==> src/rtl/mem_region_decoder.sv <==
// Handshaked memory-map decoder: matches a sampled address against NREG base/mask
// regions, holds a one-hot select for the access, inserts wait states, flags unmapped hits.
`timescale 1ns/1ps

module mem_region_decoder #(
  parameter int unsigned              ADDR_W = 13,
  parameter int unsigned              NREG   = 2,
  parameter logic [NREG*ADDR_W-1:0]   BASE   = {13'h1000, 13'h0000},
  parameter logic [NREG*ADDR_W-1:0]   MASK   = {13'h1000, 13'h1000},
  parameter logic [NREG*4-1:0]        WAIT   = {4'd0, 4'd1}
) (
  input  logic              clk,
  input  logic              rst_n,
  input  logic              req,
  input  logic [ADDR_W-1:0] addr,
  output logic [NREG-1:0]   sel,
  output logic              ready,
  output logic              err,
  output logic              busy,
  output logic [7:0]        err_cnt
);

  typedef enum logic [1:0] {
    IDLE   = 2'd0,
    ACCESS = 2'd1,
    ERROR  = 2'd2
  } state_t;

  state_t          state_q, state_d;
  logic [3:0]      cnt_q, cnt_d;
  logic [NREG-1:0] sel_q, sel_d;
  logic [7:0]      err_cnt_q;

  logic [NREG-1:0] hit_oh;
  logic [3:0]      hit_wait;
  logic            hit_any;

  // Priority match: the first (lowest-index) hitting region claims the access,
  // so hit_oh can never carry more than one set bit.
  always_comb begin
    hit_oh   = '0;
    hit_wait = '0;
    hit_any  = 1'b0;
    for (int i = 0; i < int'(NREG); i++) begin
      if (!hit_any &&
          ((addr & MASK[i*ADDR_W +: ADDR_W]) ==
           (BASE[i*ADDR_W +: ADDR_W] & MASK[i*ADDR_W +: ADDR_W]))) begin
        hit_oh[i] = 1'b1;
        hit_wait  = WAIT[i*4 +: 4];
        hit_any   = 1'b1;
      end
    end
  end

  // NOTE: every output of this block is assigned a default first, so no path
  // leaves a signal unassigned and no latch is inferred.
  always_comb begin
    state_d = state_q;
    cnt_d   = cnt_q;
    sel_d   = sel_q;
    ready   = 1'b0;
    err     = 1'b0;
    unique case (state_q)
      IDLE: begin
        sel_d = '0;
        if (req) begin
          if (hit_any) begin
            sel_d   = hit_oh;
            cnt_d   = hit_wait;
            state_d = ACCESS;
          end else begin
            state_d = ERROR;
          end
        end
      end
      ACCESS: begin
        if (cnt_q != 4'd0) begin
          cnt_d = cnt_q - 4'd1;
        end else begin
          ready   = 1'b1;
          sel_d   = '0;
          state_d = IDLE;
        end
      end
      ERROR: begin
        ready   = 1'b1;
        err     = 1'b1;
        state_d = IDLE;
      end
      default: begin
        sel_d   = '0;
        cnt_d   = '0;
        state_d = IDLE;
      end
    endcase
  end

  // NOTE: registered state uses non-blocking assignments so every flop samples
  // the pre-edge values regardless of evaluation order.
  always_ff @(posedge clk or negedge rst_n) begin
    if (!rst_n) begin
      state_q   <= IDLE;
      cnt_q     <= '0;
      sel_q     <= '0;
      err_cnt_q <= '0;
    end else begin
      state_q <= state_d;
      cnt_q   <= cnt_d;
      sel_q   <= sel_d;
      // Counted on the edge leaving ERROR; sticks at 8'hFF.
      if (state_q == ERROR && err_cnt_q != 8'hFF) begin
        err_cnt_q <= err_cnt_q + 8'd1;
      end
    end
  end

  assign sel     = sel_q;
  assign busy    = (state_q != IDLE);
  assign err_cnt = err_cnt_q;

endmodule

==> config.mk <==
export PLATFORM = sky130hd
export DESIGN_NAME = mem_region_decoder
export DESIGN_NICKNAME = d
export VERILOG_FILES = /design/src/rtl/mem_region_decoder.sv
export SDC_FILE = /design/constraint.sdc
export NUM_CORES = 1
export LEC_CHECK = 0
export CAP_MARGIN = 10
export CORE_AREA = 3 3 40 42
export CTS_BUF_LIST = sky130_fd_sc_hd__clkbuf_4
export DETAILED_ROUTE_END_ITERATION = 6
export DIE_AREA = 0 0 43 45
export HOLD_SLACK_MARGIN = 0.08
export PLACE_DENSITY = 0.84
export SKIP_LAST_GASP = 1
export SLEW_MARGIN = 20
export SYNTH_ARGS = -nofsm -noshare
export SYNTH_HDL_FRONTEND = slang
export SYNTH_SLANG_ARGS = --single-unit
==> constraint.sdc <==
create_clock -name clk -period 3.75 [get_ports clk]
set_clock_uncertainty 0.2 [all_clocks]
set_input_delay 0.75 -clock clk [delete_from_list [all_inputs] [get_ports clk]]
set_output_delay 0.75 -clock clk [all_outputs]
set_load 0.02 [all_outputs]
==> run metrics, run 1 <==
hold buffer count at cts 0; Placer Congestion 0.8063; Post-Syn Instances 47; initial core utilization 33.20%; fin area 500.5 um2; synth warn 0; CP Class flop to output pin; reg2reg path depth 4; MaxCap Viol Count 0; Max Freq 0.3359 GHz; Yosys reg bits 7; Tmin final 2977 ps; CTS clk-pin slew, worst paths 60 ps; DRT iter0 DRCs 9; post-cts resize count 0; gr busiest metal met2; drt first pass iters 4; area of the core 0.001285 mm2; Sequential Power Share 35.6%; layout cells sized above 1 8.929%; Yosys top cell area share 41.06%; CP Max Fanout 4; fillcell total 135; met3 Use GR 2.390%; Hold Fails Final Rpt 0; Bufs on Longest Clock Path 2; synth-to-layout area growth 17.30%; routed len/inst 10.17 um; R2R setup slack 2090 ps; status finished, final reports clean; HPWL Detailed 569.2 um; commonest non-fill, non-tap cells in the layout conb_1, dfrtp_1, clkdlybuf4s50_1; H-tree Lvls 1; Slew Limit Fails 0; worst skew pair latency 260 ps; NetSw 0.1691 mW; synthesized area 426.7 um2; CP Launch Type flop; Diodes inserted 0; cell taking the most area after synthesis dfrtp_1; XOR/XNOR Fraction of Synth Area 0%; full die area 0.001935 mm2; Setup crit end kind output pin; register area 175.2 um2; total wire length 722 um; GRT Resource Usage Total 8.403%; Rows 13; switch share 40.31%; combinational family with the most area after synthesis simple AND/OR/NAND/NOR gates; final worst slack 773.3 ps; Die H 45 um; fin nets 75; unrepaired setup endpoints after global routing no; Cell Count, Final, Fillers Out 71; TritonCTS buffer count 3; placed cells 67; Remaining DRCs 0; met2 GRT Util 12.57%; pre-CTS setup slack 1061 ps; IO Port Bufs 7; multiplexer area fraction after synthesis 0%; TritonCTS clock tree yes; Compound-Gate Fraction of Synth Area 14.08%; Worst R2R Start cnt_q[0]$_DFFE_PN0P_; post-route clock period utilization 79.38%; Placement Cell Area 473.0 um2; M1 GR Usage 9.901%; Antenna Violating Nets Remaining 0; power per cell area 838.2 mW/mm2; io pins 29; main area contributors after synthesis dfrtp_1, buf_4, ha_1, nand2_1, o21ai_0; most common cell after layout, fill and taps aside conb_1; Avg Cell Area, Syn 9.078 um2; Sink Count 7; worst setup path startpoint cnt_q[0]$_DFFE_PN0P_; worst-case vdd ir drop 0.0003245 V; hold wc startpoint sel[1]$_DFFE_PN0P_; Tot Pwr 0.4195 mW; Overflow after GRT 0; hold slack final 325.9 ps; final setup fails 0; initial antenna violation count 0; post-synthesis adder-cell area fraction 5.865%; vias in the first global route 286; Clk pwr share 16.9%; clk root buf clkbuf_4; Crit path required time 2800 ps; die width 43 um; Critical Path End ready; Hold Path Depth 2; pin count of the biggest net entering global routing 15; class of the worst hold path flop to flop; Comb pwr share 47.5%; Critical Path AT 2030 ps; P_leak 0.2329 nW; post-layout util 38.95%; Post-CTS Setup Bufs 0; library cells used by synthesis 22; Int Pwr 0.2504 mW; R2R Path End sel[0]$_DFFE_PN0P_; Post-Synth Simple-Gate Area 19.35%; DR vias 329; post-synthesis sequential area ratio 41.06%; Via density 4.634; setup TNS 0 ps; first-pass GRT wire length 1.159 mm; Multi-input gate area 201.4 um2
==> cell families (layout without fill, tap and decap cells) <==
logic type               count (synthesis)  count (layout)
AND/OR/NAND/NOR                         16              16
adder cells (fa/ha/maj)                  2               2
AO/OA/AOI/OAI                            9               9
other                                    1               9
flip-flops                               7               7
buffers and inverters                   12              13
==> area by class of cell <==
cell class,count,share of cell area [%]
Sequential cell,7,35.00
Multi-Input combinational cell,36,40.25
Clock buffer,3,4.500
Tap cell,15,3.750
Timing Repair Buffer,7,14.00
Inverter,2,1.500
Clock inverter,1,1.000
==> cell usage after synthesis <==
cell / number
buf_4: 9
nand2b_1: 1
nor2b_1: 1
dfrtp_1: 7
o22ai_1: 1
o21a_1: 1
a21oi_1: 1
nand2_1: 5
o21ai_0: 3
buf_2: 1
nor3_1: 1
nor2_1: 3
and2_1: 1
a32o_1: 1
conb_1: 1
o22a_1: 1
inv_1: 2
ha_1: 2
nor3b_1: 1
o211ai_1: 1
nand3_1: 2
or3b_4: 1
==> worst max-delay path, cell delays in order (launching register included) <==
cell	delay, ps
dfrtp_1	400
inv_1	90
ha_1	190
nor3b_1	310
and2_1	180
clkdlybuf4s50_1	590
==> sequential cells by signal, summed over array words and instances, names as in the netlist <==
register	cells
cnt_q	4
sel	2
state_q	1
==> per-layer routing <==
layer | routed length (um) | vias to the layer above | part of all wire (%)
met5 | 0 | - | 0
met4 | 15 | 0 | 2.1
met3 | 64 | 4 | 8.9
met2 | 309 | 18 | 43
met1 | 333 | 151 | 46
li1 | - | 156 | -
==> worst min path at each step <==
| stage | end | slack, ps |
|---|---|---|
| 2_1_floorplan | cnt_q[0]$_DFFE_PN0P_ | 250 |
| 3_3_place_gp | sel[1]$_DFFE_PN0P_ | 310 |
| 3_5_place_dp | sel[1]$_DFFE_PN0P_ | 310 |
| 4_1_cts | sel[1]$_DFFE_PN0P_ | 330 |
| 5_1_grt | cnt_q[0]$_DFFE_PN0P_ | 360 |
| 6_report | sel[1]$_DFFE_PN0P_ | 330 |
==> power groups by stage <==
stage / Sequential (mW) / Combinational (mW) / Clock, mW
6_report: 0.149 / 0.199 / 0.0709
5_1_grt: 0.155 / 0.221 / 0.0761
4_1_cts: 0.149 / 0.202 / 0.0711
3_5_place_dp: 0.149 / 0.201 / 0
3_3_place_gp: 0.149 / 0.195 / 0
2_1_floorplan: 0.153 / 0.139 / 0
Note: power is estimated with default switching activity, not from simulation.
==> inputs of run 2 (changes only) <==
CORE_AREA = unset   (was 3 3 40 42)
CORE_MARGIN = 3   (was unset)
CORE_UTILIZATION = 32   (was unset)
DIE_AREA = unset   (was 0 0 43 45)
PLACE_DENSITY = 0.87   (was 0.84)
clock period = 2.55 ns   (was 3.75 ns; I/O delays follow)
==> run 2 against run 1 <==
Net effect: clock-buffer cell count did not move; combinational power is 53% higher; largest cell class unchanged; total power up 49%; sequential power rose by 47%; worst hold slack worse by 10 ps; non-clock buffer count grew 1; first-iteration DRC count shrank 67%; highest routed layer unchanged; worst setup slack got worse by 580 ps.
==> run metrics, run 2 (synthesis gave the netlist of run 1 again) <==
Tmin final 2354 ps; Overflow after GRT 0; full die area 0.001808 mm2; Largest register FFs 4; MaxCap Viol Count 0; class of the worst hold path input pin to async pin; initial antenna violation count 0; CP Max Fanout 4; fin nets 76; IO Port Bufs 7; Bufs on Longest Clock Path 2; Via density 4.563; area of the core 0.001171 mm2; GRT Resource Usage Total 9.754%; CTS clk-pin slew, worst paths 60 ps; io pins 29; Sink Count 7; Antenna Violating Nets Remaining 0; worst skew pair latency 260 ps; TritonCTS buffer count 3; initial core utilization 36.43%; post-route clock period utilization 92.29%; Remaining DRCs 0; Rows 12; TritonCTS clock tree yes; Die H 42.52 um; CP Class flop to output pin; Diodes inserted 0; DR vias 324; Critical Path AT 1640 ps; unrepaired setup endpoints after global routing no; drt first pass iters 3; Placer Congestion 0.8025; worst-case vdd ir drop 0.0005485 V; synth-to-layout area growth 18.48%; routed len/inst 11.17 um; power per cell area 1239 mW/mm2; Crit path required time 1840 ps; HPWL Detailed 625.3 um; pin count of the biggest net entering global routing 15; P_leak 0.2422 nW; fillcell total 119; post-layout util 43.16%; Setup crit end kind output pin; most common cell after layout, fill and taps aside conb_1; setup TNS 0 ps; commonest non-fill, non-tap cells in the layout conb_1, dfrtp_1, clkdlybuf4s50_1; clk root buf clkbuf_4; final setup fails 0; status finished, final reports clean; Max Freq 0.4249 GHz; Slew Limit Fails 0; vias in the first global route 282; first-pass GRT wire length 1.221 mm; total wire length 793 um; Hold Fails Final Rpt 0; Biggest register cnt_q; die width 42.52 um; layout cells sized above 1 10.53%; H-tree Lvls 1; CP Launch Type flop; DRT iter0 DRCs 3
## run 2: changes by cell type in the layout (fill, tap and decap cells not counted), sizes merged
cell | previous run | this run
buf | 0 | 1
dlygate4sd2 | 0 | 1
clkdlybuf4s50 | 7 | 6
## run 2: through the flow
stage / hold slack, ps / worst slack [ps] / power (mW) / instance area (um2) / instances
final: 315.7 / 196.5 / 0.6265 / 505.5 / 71
after global routing: 316.1 / 62.44 / 0.6793 / 505.5 / 71
after CTS: 313.8 / 169.5 / 0.6357 / 505.5 / 71
after detailed placement: 325.4 / 189.0 / 0.5306 / 479.2 / 67
after global placement: 305.7 / 210.7 / 0.5130 / 479.2 / 67
after floorplan: 14.41 / 691.7 / 0.4297 / 456.7 / 55
## run 2: timing repair
action,4_1_cts,5_1_grt
buffers inserted,0,0
setup endpoints to repair,1,0
resized for setup,1,0
hold buffers,0,0
## run 2: metal layers
layer / wire, um / GRT usage, % / vias up
met2: 352 / 13.98 / 13
met4: 30 / 9.317 / 0
met1: 349 / 10.13 / 142
met5: 0 / 0 / -
met3: 61 / 4.721 / 5
li1: - / - / 164
## run 2: where the power goes
group,leakage [nW],internal (mW),switching (mW)
clock,0.0177,0.0576,0.0465
combinational,0.139,0.150,0.154
sequential,0.0859,0.164,0.0549
## run 2: critical path: stages (launching register included)
cell and delay (ps):
dfrtp_1 400, inv_1 90, ha_1 190, nor3b_1 230
and2_1 150, dlygate4sd2_1 320
## run 2: path summary, 6_finish.rpt
path	to	start	slack, ps	cells past startpoint
setup reg to reg	cnt_q[0]$_DFFE_PN0P_	cnt_q[0]$_DFFE_PN0P_	890	6
hold reg to reg	sel[0]$_DFFE_PN0P_	sel[0]$_DFFE_PN0P_	340	1
hold / removal	cnt_q[2]$_DFFE_PN0P_	rst_n	320	1
max in group asynchronous	state_q[0]$_DFFE_PN0P_	rst_n	1590	1
setup / recovery	ready	cnt_q[0]$_DFFE_PN0P_	200	5
min in group clk	sel[0]$_DFFE_PN0P_	sel[0]$_DFFE_PN0P_	340	1
## run 2: area by class of cell
type / instances / area, um2 / area share [%]
multi-input cells: 36 / 201.4 / 39.85
well taps: 14 / 17.52 / 3.465
clock inverters: 1 / 5.005 / 0.9901
inverters: 2 / 7.507 / 1.485
repair buffers: 8 / 76.32 / 15.10
clock buffers: 3 / 22.52 / 4.455
flip-flops and latches: 7 / 175.2 / 34.65
==> patch 1: new RTL, config.mk and constraints of run 2 <==
The parameter `ADDR_W` goes from 13 to 14.
--- a/src/rtl/mem_region_decoder.sv
+++ b/src/rtl/mem_region_decoder.sv
@@ -5,3 +5,3 @@
 module mem_region_decoder #(
-  parameter int unsigned              ADDR_W = 13,
+  parameter int unsigned              ADDR_W = 14,
   parameter int unsigned              NREG   = 2,
Ports: changed (resized addr); port bits go from 29 to 30. No check against the original RTL was run, so the function may have changed too.
==> patch 1 against run 2 <==
  * Non-clock buffer count is 14 higher
  * Worst setup slack lost 0.071 ns
  * First-iteration DRC count rose to 11 times the old value
  * Count of clock-buffer cells in the layout stayed put
  * Critical path depth stayed put
  * Total power is 120% higher
  * Synthesized area grew 110%
  * Routed wire length up 130%
  * Cell area increased by 130%
  * Sequential cell count rose by 9
  * Critical path type unchanged
  * Largest cell class unchanged
  * Highest routed layer unchanged
==> patch 1: results (changes against run 2) <==
outcome:
  status: "completed"
drt:
  routed_wl_um: 1850  # +130%
  dr.pass1.iters: 4  # +1
  vias: 703  # +120%
  drtIter0Drc: 33  # +30
cells_and_area:
  n_fill_cell: 232  # +95%
  largest_reg_flops: 8  # +4
  drive_gt1_share_pct: 16.5  # +6.0 points
  stdcell_count: 139  # +96%
synth:
  synth_xor_area_share_pct: 3.98  # +4.0 points
  synth_mux_area_share_pct: 6.53  # +6.5 points
  ys_seq_area_share_pct: 45.5  # +4.4 points
  yosys-top-cells-area: "dfrtp_1 45%, ha_1 8.5%, inv_1 3.8%"
  synth_top_family_by_area: "simple AND/OR/NAND/NOR gates"
  ys_types: 37  # +68%
  ys_top_cells_by_count: "16 x dfrtp_1, 9 x inv_1, 6 x ha_1, 5 x nand4_1, 4 x o21ai_0"
  syn_area_per_cell_um2: 10.6  # +17%
  synth_compound_area_share_pct: 15.3  # +1.3 points
  synth_adder_area_share_pct: 8.52  # +2.7 points
worst_setup_path:
  crit_fanout: 3  # -1
  rr_worst_depth: 7  # +1
  rrSetupSlack_ns: 0.72  # -0.17 ns
  worst_ep_arrival_time_ns: 1.71  # +0.07 ns
  reg2reg_from: "state_q[1]"
  r2r-end: "sel[0]"
hold_path:
  min_from: "cnt_q[3]"
  hold_class: "flop to flop"
  hold_path_end: "cnt_q[3]"
  hold_depth: 1
grt:
  grtUsageTotal_pct: 11.3  # +1.5 points
  grt_max_degree: 17  # +2
  grt_pass1_vias: 729  # +160%
  grt_pass1_wl_um: 3060  # +150%
cts:
  clock_path_buffers: 2  # unchanged
  htreeDepth: 1  # unchanged
  clkLatencyLatePin_ns: 0.28  # +0.02 ns
  path_clk_slew_ns: 0.09  # +0.03 ns
placement:
  place.gp.congestion: 0.840  # +4.7%
  dp.cells: 133  # +99%
  dpl_cell_area_um2: 1110  # +130%
  hpwlAfterDp_um: 1430  # +130%
  port_buffers: 17  # +10
power:
  vdd_ir_drop_max_mv: 0.648  # +18%
  p_leak_nw: 0.541  # +120%
-- patch 1: worst max-delay path, cell delays in order (launching register included) --
cell           delay, ns
dfrtp_1             0.40
inv_1               0.09
ha_1                0.24
a31oi_2             0.15
and2b_2             0.23
dlygate4sd2_1       0.32
-- patch 1: stage by stage --
step	hold slack (ns)	setup WS, ns
2_1_floorplan	0.0144	0.582
3_3_place_gp	0.296	0.226
3_5_place_dp	0.327	0.217
4_1_cts	0.341	0.0735
5_1_grt	0.365	0.0286
6_report	0.336	0.126
-- patch 1: worst max-delay path by stage --
| stage | start | to | depth (start not counted) |
|---|---|---|---|
| after floorplan | state_q[0] | ready | 4 |
| after global placement | cnt_q[0] | ready | 5 |
| after detailed placement | cnt_q[0] | ready | 5 |
| after CTS | state_q[0] | err | 4 |
| after global routing | cnt_q[0] | ready | 5 |
| final | cnt_q[0] | ready | 5 |
-- patch 1: what timing repair did --
item	4_1_cts	5_1_grt
endpoints found under the setup margin	1	3
gates resized for setup	1	2
hold endpoints to repair	0	0
buffers inserted	0	2
-- patch 1: area by class of cell --
class	instances	area, µm²	share of cell area [%]
multi-input cells	58	447	38.6
flip-flops and latches	16	400	34.6
repair buffers	22	211	18.3
well taps	30	37.5	3.25
clock inverters	1	3.75	0.325
inverters	9	33.8	2.92
clock buffers	3	22.5	1.95
-- patch 1: power breakdown --
group	total, mW	switching [mW]	internal (mW)
Sequential	0.433	0.0870	0.346
Clock	0.134	0.0775	0.0568
Combinational	0.802	0.419	0.383
-- patch 1: metal layers --
layer	wire (µm)	part of all wire, %	vias up	track usage [%]
li1	-	-	354	-
met1	808	44	335	13.8
met2	971	52	12	19.1
met3	59	3.2	2	2.63
met4	14	0.76	0	4.30
met5	0	0	-	0
==> patch 2: new RTL, flow settings as in run 2 <==
Made on the original files. Reset style: synchronous (`rst_n`), changed in one clocked block.
--- a/src/rtl/mem_region_decoder.sv
+++ b/src/rtl/mem_region_decoder.sv
@@ -99,3 +99,3 @@
   // the pre-edge values regardless of evaluation order.
-  always_ff @(posedge clk or negedge rst_n) begin
+  always_ff @(posedge clk) begin
     if (!rst_n) begin
Check against the original RTL: differs if rst_n is asserted again (counterexample within 4 cycles, from zero or initial values and one cycle with rst_n low); with rst_n held inactive, the same outputs for 10 cycles.
==> patch 2 against run 2 <==
  * Sequential cell count is the same
  * Cell area up 1.5%
  * Final cell count is 7.0% higher
  * Routed wire length increased by 5.9%
  * Worst setup slack got worse by 0.040 ns
  * Synthesized cell count is 13% higher
  * Register-to-register slack gained 0.03 ns
  * Synthesized area is 2.9% higher
  * Global-route usage up 1.1 points
  * Largest cell class unchanged
Power is not compared: it rests on default switching activity, and its combinational part moved more than twofold at a synthesized area within 25%.
==> patch 2: results (changes against run 2) <==
outcome:
  status: "completed"
synth:
  ys_types: 25  # +14%
  ys_seq_area_share_pct: 31.9  # -9.1 points
  yosysWarnings: 0  # unchanged
  ys_top_cells_by_count: "9 x buf_4, 7 x dfxtp_1, 5 x nand2_1, 4 x inv_1, 3 x nor2_1"
  syn_area_per_cell_um2: 8.29  # -8.7%
  async_flop_share_pct: 0  # -100 points
  ys.flop_type: "dfxtp_1"
  yosys-top-cells-area: "dfxtp_1 32%, buf_4 15%, ha_1 5.7%"
drt:
  vias: 362  # +12%
  drtIter0Drc: 1  # -2
  routed_wl_um: 840  # +5.9%
  dr.pass1.iters: 4  # +1
worst_setup_path:
  cp-endpoint: "ready"
  rr_worst_depth: 5  # -1
  rrSetupSlack_ns: 0.92  # +0.03 ns
  crit_path_start: "cnt_q[0]"
  crit_fanout: 6  # +2
  worst_ep_arrival_time_ns: 1.68  # +0.04 ns
  r2r-end: "cnt_q[3]"
cells_and_area:
  layout.nets: 81  # +6.6%
  drive_gt1_share_pct: 9.68  # -0.85 points
  regMostFlops: "cnt_q"
  stdcell_count: 76  # +7.0%
  antennaDiodeCount: 0  # unchanged
  n_fill_cell: 126  # +5.9%
cts:
  clock_path_buffers: 2  # unchanged
  clock-root-buffer: "clkbuf_4"
  path_clk_slew_ns: 0.06  # about the same
  numCtsBuffers: 3  # unchanged
placement:
  dp.cells: 72  # +7.5%
  place.gp.congestion: 0.742  # -7.5%
  post-place-ws_ns: 0.175  # -0.0136 ns
  hpwlAfterDp_um: 600  # -4.0%
  port_buffers: 7  # unchanged
grt:
  grt_pass1_vias: 348  # +23%
  grt_max_degree: 14  # -1
  grtUsageTotal_pct: 10.9  # +1.1 points
  grt_pass1_wl_um: 1470  # +20%
sta:
  worst_slack_ns: 0.156  # -0.0405 ns
  holdWs_ns: 0.295  # -0.0207 ns
power:
  vdd_ir_drop_max_mv: 0.281
hold_path:
  hold_class: "flop to flop"
patch 2: cell types whose count changed in the layout (fill, tap and decap cells not counted), sizes merged, moves of 2 or more:
cell,change
dfrtp,-7
dfxtp,+7
inv,+3
nand3,-2
o21ai,-3
or3,+2
patch 2: how the worst min path moves through the flow:
stage | start | to | depth (start not counted)
CTS | cnt_q[1] | cnt_q[1] | 2
global route | cnt_q[1] | cnt_q[1] | 2
detailed placement | cnt_q[1] | cnt_q[1] | 2
finish | cnt_q[1] | cnt_q[1] | 2
floorplan | cnt_q[1] | cnt_q[1] | 2
global placement | cnt_q[1] | cnt_q[1] | 2
patch 2: area by class of cell:
| class | instances | area share [%] |
|---|---|---|
| Multi-Input combinational cell | 39 | 46.3 |
| Timing Repair Buffer | 7 | 13.4 |
| Tap cell | 14 | 3.41 |
| Clock buffer | 4 | 5.85 |
| Inverter | 5 | 3.66 |
| Sequential cell | 7 | 27.3 |
patch 2: per-layer routing:
metal | global-route usage [%] | routed length [µm] | up-vias
met1 | 12.7 | 376 | 168
met5 | 0 | 0 | -
li1 | - | - | 181
met4 | 7.23 | 17 | 0
met2 | 16.5 | 401 | 11
met3 | 3.81 | 44 | 2
patch 2: cell families after synthesis:
family,share of synthesized area (%)
flops,31.9
xor+xnor,1.99
compound gates,15.4
fa+ha+maj,5.70
buf+inv,20.8
other cells,0.854
simple gates,23.4
patch 2: worst max-delay path: stages, from the launching register on:
cell and delay [ns]:
dfxtp_1 0.32, inv_1 0.11, ha_1 0.16, nor3b_4 0.30, and2_1 0.20, dlygate4sd2_1 0.34
patch 2: through the flow:
stage	instance area (µm²)	total power [mW]	util, %
global placement	484	0.220	40.3
global route	513	0.360	42.7
floorplan	469	0.207	-
CTS	513	0.340	42.7
finish	513	0.342	42.7
detailed placement	484	0.222	40.3
patch 2: report_power, final:
part           switching (mW)  leakage [nW]  internal [mW]
clock                  0.0513        0.0184         0.0709
combinational          0.0508         0.147         0.0393
sequential             0.0115        0.0573          0.118
total                   0.114         0.223          0.228
